$ cat src/rtl/camera_dvp_source.sv
// camera_dvp_source: replays 32-bit FIFO words as DVP vsync/href/byte frames.
// Define CAM_TX_TEST_PATTERN_EN to replace FIFO data with an internal diagonal ramp.
module camera_dvp_source #(
  parameter int unsigned VSYNC_LEN  = 8,
  parameter int unsigned VBP_LEN    = 16,
  parameter int unsigned HBLANK_LEN = 32,
  parameter int unsigned VFP_LEN    = 16,
  parameter logic [7:0]  FILL_BYTE  = 8'h00
) (
  input  logic        pclk,
  input  logic        rst_n,
  input  logic        enable,
  input  logic        pic_format,
  input  logic [11:0] cfg_width,
  input  logic [11:0] cfg_height,
  input  logic [31:0] word_data,
  input  logic        word_valid,
  output logic        word_ready,
  output logic        vsync,
  output logic        href,
  output logic [7:0]  data_out,
  output logic        frame_done,
  output logic        underflow,
  output logic        busy
);

  localparam int unsigned MAX_AB =
    (VSYNC_LEN > VBP_LEN) ? VSYNC_LEN : VBP_LEN;
  localparam int unsigned MAX_CD =
    (HBLANK_LEN > VFP_LEN) ? HBLANK_LEN : VFP_LEN;
  localparam int unsigned MAX_LEN =
    (MAX_AB > MAX_CD) ? MAX_AB : MAX_CD;
  localparam int unsigned CW = $clog2(MAX_LEN + 1);

  typedef enum logic [2:0] {
    S_IDLE,
    S_VSYNC,
    S_VBP,
    S_ACTIVE,
    S_HBLANK,
    S_VFP
  } state_e;

  state_e        state_q, state_d;
  logic [CW-1:0] cnt_q, cnt_d;
  logic [12:0]   byte_q, byte_d;
  logic [11:0]   line_q, line_d;
  logic [11:0]   width_q, width_d;
  logic [11:0]   height_q, height_d;
  logic          fmt_q, fmt_d;
  logic          uf_q, uf_d;
  logic          fd_q, fd_d;
  logic          vsync_q, vsync_d;
  logic          href_q, href_d;
  logic [7:0]    data_q, data_d;
  logic          start;

  logic [CW-1:0] cnt_inc;
  logic [12:0]   line_bytes;
  logic [12:0]   byte_nx;
  logic          more;
  logic          last_line;
  logic          vs_end;
  logic          vbp_end;
  logic          hb_end;
  logic          vfp_end;

  assign cnt_inc    = cnt_q + CW'(1);
  assign line_bytes = fmt_q ? {width_q, 1'b0} : {1'b0, width_q};
  assign byte_nx    = byte_q + 13'd1;
  assign more       = byte_nx < line_bytes;
  assign last_line  = line_q == (height_q - 12'd1);
  assign vs_end     = cnt_q == CW'(VSYNC_LEN - 1);
  assign vbp_end    = cnt_q == CW'(VBP_LEN - 1);
  assign hb_end     = cnt_q == CW'(HBLANK_LEN - 1);
  assign vfp_end    = cnt_q == CW'(VFP_LEN - 1);

`ifndef CAM_TX_TEST_PATTERN_EN
  logic [31:0] sh_q, sh_d;
  logic [31:0] grp;
  logic        fetch;

  // a new 4-byte group is requested one cycle before its lane-0 byte
  assign fetch =
    (state_q == S_VBP    && vbp_end) ||
    (state_q == S_HBLANK && hb_end)  ||
    (state_q == S_ACTIVE && byte_q[1:0] == 2'd3 && more);

  assign grp        = word_valid ? word_data : {4{FILL_BYTE}};
  assign word_ready = fetch;
`else
  logic unused_fifo;

  assign unused_fifo = ^{word_data, word_valid};
  assign word_ready  = 1'b0;
`endif

  // frame sequencing, counters and per-frame config latch
  always_comb begin
    state_d  = state_q;
    cnt_d    = cnt_q;
    byte_d   = byte_q;
    line_d   = line_q;
    width_d  = width_q;
    height_d = height_q;
    fmt_d    = fmt_q;
    uf_d     = uf_q;
    fd_d     = 1'b0;
    start    = 1'b0;
    unique case (state_q)
      S_IDLE: begin
        if (enable) start = 1'b1;
      end
      S_VSYNC: begin
        if (vs_end) begin
          state_d = S_VBP;
          cnt_d   = '0;
        end else begin
          cnt_d = cnt_inc;
        end
      end
      S_VBP: begin
        if (vbp_end) begin
          state_d = S_ACTIVE;
          cnt_d   = '0;
          byte_d  = '0;
        end else begin
          cnt_d = cnt_inc;
        end
      end
      S_ACTIVE: begin
        if (more) begin
          byte_d = byte_nx;
        end else begin
          byte_d = '0;
          cnt_d  = '0;
          if (last_line) begin
            state_d = S_VFP;
          end else begin
            state_d = S_HBLANK;
            line_d  = line_q + 12'd1;
          end
        end
      end
      S_HBLANK: begin
        if (hb_end) begin
          state_d = S_ACTIVE;
          cnt_d   = '0;
        end else begin
          cnt_d = cnt_inc;
        end
      end
      S_VFP: begin
        if (vfp_end) begin
          fd_d  = 1'b1;
          cnt_d = '0;
          if (enable) start = 1'b1;
          else state_d = S_IDLE;
        end else begin
          cnt_d = cnt_inc;
        end
      end
      default: begin
        state_d = S_IDLE;
        cnt_d   = '0;
      end
    endcase
`ifndef CAM_TX_TEST_PATTERN_EN
    if (fetch && !word_valid) uf_d = 1'b1;
`endif
    if (start) begin
      state_d  = S_VSYNC;
      cnt_d    = '0;
      byte_d   = '0;
      line_d   = '0;
      width_d  = cfg_width;
      height_d = cfg_height;
      fmt_d    = pic_format;
      uf_d     = 1'b0;
    end
  end

  // registered DVP outputs follow the next state
  always_comb begin
    vsync_d = state_d == S_VSYNC;
    href_d  = state_d == S_ACTIVE;
    data_d  = 8'h00;
`ifndef CAM_TX_TEST_PATTERN_EN
    sh_d = sh_q;
    if (href_d) begin
      if (fetch) begin
        data_d = grp[7:0];
        sh_d   = {8'h00, grp[31:8]};
      end else begin
        data_d = sh_q[7:0];
        sh_d   = {8'h00, sh_q[31:8]};
      end
    end
`else
    if (href_d) data_d = byte_d[7:0] + line_d[7:0];
`endif
  end

  // state and output registers
  always_ff @(posedge pclk or negedge rst_n) begin
    if (!rst_n) begin
      state_q  <= S_IDLE;
      cnt_q    <= '0;
      byte_q   <= '0;
      line_q   <= '0;
      width_q  <= '0;
      height_q <= '0;
      fmt_q    <= 1'b0;
      uf_q     <= 1'b0;
      fd_q     <= 1'b0;
      vsync_q  <= 1'b0;
      href_q   <= 1'b0;
      data_q   <= 8'h00;
    end else begin
      state_q  <= state_d;
      cnt_q    <= cnt_d;
      byte_q   <= byte_d;
      line_q   <= line_d;
      width_q  <= width_d;
      height_q <= height_d;
      fmt_q    <= fmt_d;
      uf_q     <= uf_d;
      fd_q     <= fd_d;
      vsync_q  <= vsync_d;
      href_q   <= href_d;
      data_q   <= data_d;
    end
  end

`ifndef CAM_TX_TEST_PATTERN_EN
  // byte shift register for the current word
  always_ff @(posedge pclk or negedge rst_n) begin
    if (!rst_n) sh_q <= '0;
    else sh_q <= sh_d;
  end
`endif

  assign vsync      = vsync_q;
  assign href       = href_q;
  assign data_out   = data_q;
  assign frame_done = fd_q;
  assign underflow  = uf_q;
  assign busy       = state_q != S_IDLE;

endmodule
$ cat config.mk
export PLATFORM = sky130hd
export DESIGN_NAME = camera_dvp_source
export DESIGN_NICKNAME = d
export VERILOG_FILES = /design/src/rtl/camera_dvp_source.sv
export SDC_FILE = /design/constraint.sdc
export NUM_CORES = 1
export LEC_CHECK = 0
export BUFFER_PORTS_ARGS = -buffer_cell sky130_fd_sc_hd__buf_4
export CAP_MARGIN = 10
export CORE_MARGIN = 3
export CORE_UTILIZATION = 55
export DETAILED_ROUTE_END_ITERATION = 10
export PLACE_DENSITY = 0.77
export SLEW_MARGIN = 20
export SYNTH_ARGS = -nofsm -noshare
export SYNTH_HDL_FRONTEND = slang
export SYNTH_SLANG_ARGS = --single-unit
export TNS_END_PERCENT = 20
$ cat constraint.sdc
create_clock -name pclk -period 4.75 [get_ports pclk]
set_clock_uncertainty 0.05 [all_clocks]
set_input_delay 0.475 -clock pclk [delete_from_list [all_inputs] [get_ports pclk]]
set_output_delay 0.475 -clock pclk [all_outputs]
set_load 0.1 [all_outputs]
==> summary.md <==
| Metric | Value |
|---|---|
| # hold bufs at CTS | `0` |
| 1st-iter DRT viols | `roughly 250` |
| GR Util All Layers | `approximately 22%` |
| Via density | `a little under 6` |
| DRC Markers | `0` |
| Total negative slack | `0 ns` |
| R2r endpoint | `sh_q[22]$_DFFE_PN0N_` |
| Power Density | `about 650 mW/mm²` |
| Cts repair resizes | `0` |
| Critical R2R Launch | `byte_q[0]$_DFFE_PN0P_` |
| Async set-reset flop share out of synthesis | `100%` |
| First-pass GRT wire length | `roughly 20000 µm` |
| Worst setup endpoint | `word_ready` |
| Worst reg2reg setup slack | `1.14 ns` |
| Largest net degree at the start of global routing | `a little over 60` |
| CTS root buf | `clkbuf_8` |
| Area Overhead vs Synth | `13.9%` |
| Final #Nets | `between 700 and 800` |
| TritonCTS clock tree | `yes` |
| Global route total overflow | `0` |
| Minimum clock period | `~4.2 ns` |
| DPL Wire Length | `between 8000 and 9000 µm` |
| Setup crit end kind | `primary output` |
| Clock transition at path regs | `0.10 ns` |
| RSZ-0062 raised after global routing | `no` |
| Post-synth net total | `668` |
| CP startpoint kind | `register` |
| Antenna cells | `0` |
| Fin crit share | `just under 90%` |
| Synth warn | `0` |
| Synth Instances | `590` |
| Max Fclk | `237 MHz` |
| Post-synth top flop | `dfrtp_1` |
| Die height | `between 100 and 150 µm` |
| CTS sink cnt | `95` |
| Post-CTS Setup Inserts | `0` |
| Initial antenna violation count | `0` |
| Clk_lat worst skew | `between 0.3 and 0.4 ns` |
| Cell Area, Synth | `approximately 0.0054 mm²` |
| CP required | `4.22 ns` |
| Final-report hold violation count | `0` |
| Hold Crit Class | `in -> async` |
| WL final | `between 10000 and 15000 µm` |
| Leak | `around 2.9 nW` |
| Port Buffers | `74` |
| Rel. slew slack | `a little over a third` |
| Max VDD drop | `roughly 0.34 mV` |
| Layout cell share with drive strength beyond 1 | `between 15 and 20%` |
| Gpl congestion | `0.896` |
| Status | `completed` |
| # IOs | `75` |
| Drt pass-1 iters | `5` |
| Routed len/inst | `between 15 and 20 µm` |
| Die footprint | `roughly 0.011 mm²` |
| Final setup fails | `0` |
| Standard-cell rows | `35` |
| Tot Pwr | `between 4 and 5 mW` |
| CP startpoint | `byte_q[0]$_DFFE_PN0P_` |
| Detail Route Antenna Nets | `0` |
| # Max-Cap Violations | `0` |
| Worst-path fanout max | `26` |
| Critical path class | `reg -> out` |
| Vias in the first global route | `around 4400` |
| Fin util | `65.5%` |
| R2R depth | `13` |
| Final Slew Violations | `0` |
| #FFs+latches synth | `95` |
| EDFF count, synth | `0` |
| Multi-input logic area | `between 0.002 and 0.003 mm²` |
| Synth cell types | `62` |
| Sequential cell area | `~0.0024 mm²` |
| WP data arrival | `3.70 ns` |
| Initial Utilization | `between 50% and 60%` |
| Worst slew pin tran | `0.979 ns` |
| Synth Area per Inst | `9.14 µm²` |
| Core Footprint | `around 0.0094 mm²` |
| H-tree depth | `3` |
| Max clock buf depth | `2` |
| Die W | `~100 µm` |
| Fillers | `812` |
| Num CTS Buffers | `9` |
| Via count | `4530` |
| Post-synthesis sequential area ratio | `44.1%` |
## synth_stat cells (2+ instances only)
cell	instances	share of area (%)
a211oi_1	7	0.97
a21o_1	4	0.56
a21oi_1	25	2.3
a221oi_1	2	0.33
a22o_1	16	2.6
a31o_2	4	0.65
a31oi_1	18	2.1
and2_1	3	0.35
and3_1	9	1.0
and4_1	4	0.65
buf_2	5	0.46
buf_4	3	0.42
buf_6	4	0.84
clkbuf_1	21	1.5
dfrtp_1	95	44
ha_1	17	3.9
inv_1	15	1.0
mux2i_1	16	3.0
nand2_1	122	8.5
nand2b_1	4	0.46
nand3_1	35	3.2
nand4_1	10	1.2
nor2_1	39	2.7
nor2b_1	5	0.58
nor3_1	6	0.56
nor3_2	2	0.37
nor3b_1	5	0.70
nor4_1	2	0.23
nor4_4	2	0.79
nor4b_1	3	0.49
o211ai_1	2	0.28
o21a_1	3	0.42
o21ai_0	21	1.9
o31ai_1	8	1.1
xnor2_1	13	2.1
xor2_1	14	2.3
## layout by cell type (no fill, tap or decap), types with 8 or more instances in the layout
cell / n
nand2_1: 122
xor2_1: 14
a31oi_1: 18
a21oi_1: 25
o31ai_1: 8
inv_1: 15
ha_1: 17
xnor2_1: 13
mux2i_1: 16
buf_4: 78
dfrtp_1: 95
nand4_1: 10
and3_1: 9
nor2_1: 39
o21ai_0: 20
nand3_1: 35
clkbuf_8: 9
a22o_1: 16
## registers in the layout, summed over array words and instances, names as in the netlist, 3 cells and up
register / count
sh_q: 24
height_q: 12
cnt_q: 6
width_q: 12
byte_q: 13
data_out: 8
state_q: 3
line_q: 12
## metal layers
layer,track usage (%),up-vias,part of all wire (%)
li1,-,2189,-
met1,30.6,2197,45
met2,35.2,127,48
met3,5.56,17,5.5
met4,6.37,0,1.8
met5,0,-,0
## stage by stage
step	area [µm²]	std cells	hold WS, ns	setup WS (ns)
after global placement	5970	764	0.427	1.14
after CTS	6140	779	0.164	0.555
final	6140	779	0.140	0.524
after floorplan	5390	590	0.129	1.23
after global routing	6140	779	0.191	0.175
after detailed placement	5970	764	0.439	0.978
## worst min path at each step
stage	endpoint	slack (ns)	depth (start not counted)
2_1_floorplan	byte_q[0]$_DFFE_PN0P_	0.13	0
3_3_place_gp	underflow$_DFFE_PN0P_	0.43	1
3_5_place_dp	underflow$_DFFE_PN0P_	0.44	1
4_1_cts	line_q[7]$_DFFE_PN0P_	0.16	1
5_1_grt	line_q[2]$_DFFE_PN0P_	0.19	1
6_report	line_q[2]$_DFFE_PN0P_	0.14	1
## power breakdown
| group | switching, mW | internal, mW |
|---|---|---|
| sequential | 0.302 | 1.11 |
| clock | 0.285 | 0.190 |
| combinational | 1.37 | 0.752 |
| total | 1.96 | 2.05 |
## worst max-delay path, cell delays in order (launching register included)
cell	delay, ns
dfrtp_1	0.45
ha_1	0.35
nand4_1	0.16
nor2_1	0.20
xor2_1	0.10
ha_1	0.25
a211oi_1	0.27
o221ai_2	0.15
o211ai_2	0.29
and2_4	0.30
a21boi_4	0.08
inv_2	0.33
buf_4	0.37
## cell type report
type	instances	area share [%]
sequential	95	38.7
clock inverter	6	0.714
multi-input combinational	445	45.3
inverter	17	1.08
tap	129	2.63
timing repair buffer	78	9.54
clock buffer	9	2.02
## logic make-up after synthesis
kind of cell,Yosys count,synth area share (%)
buffers and inverters,50,4.41
muxes,17,3.18
adders and majority gates,17,3.95
xor gates and xnor gates,27,4.39
AOI/OAI and AO/OA,126,16.8
and+or+nand+nor,258,23.2
DFF,95,44.1
No activity file was read; power rests on OpenSTA's default activity.
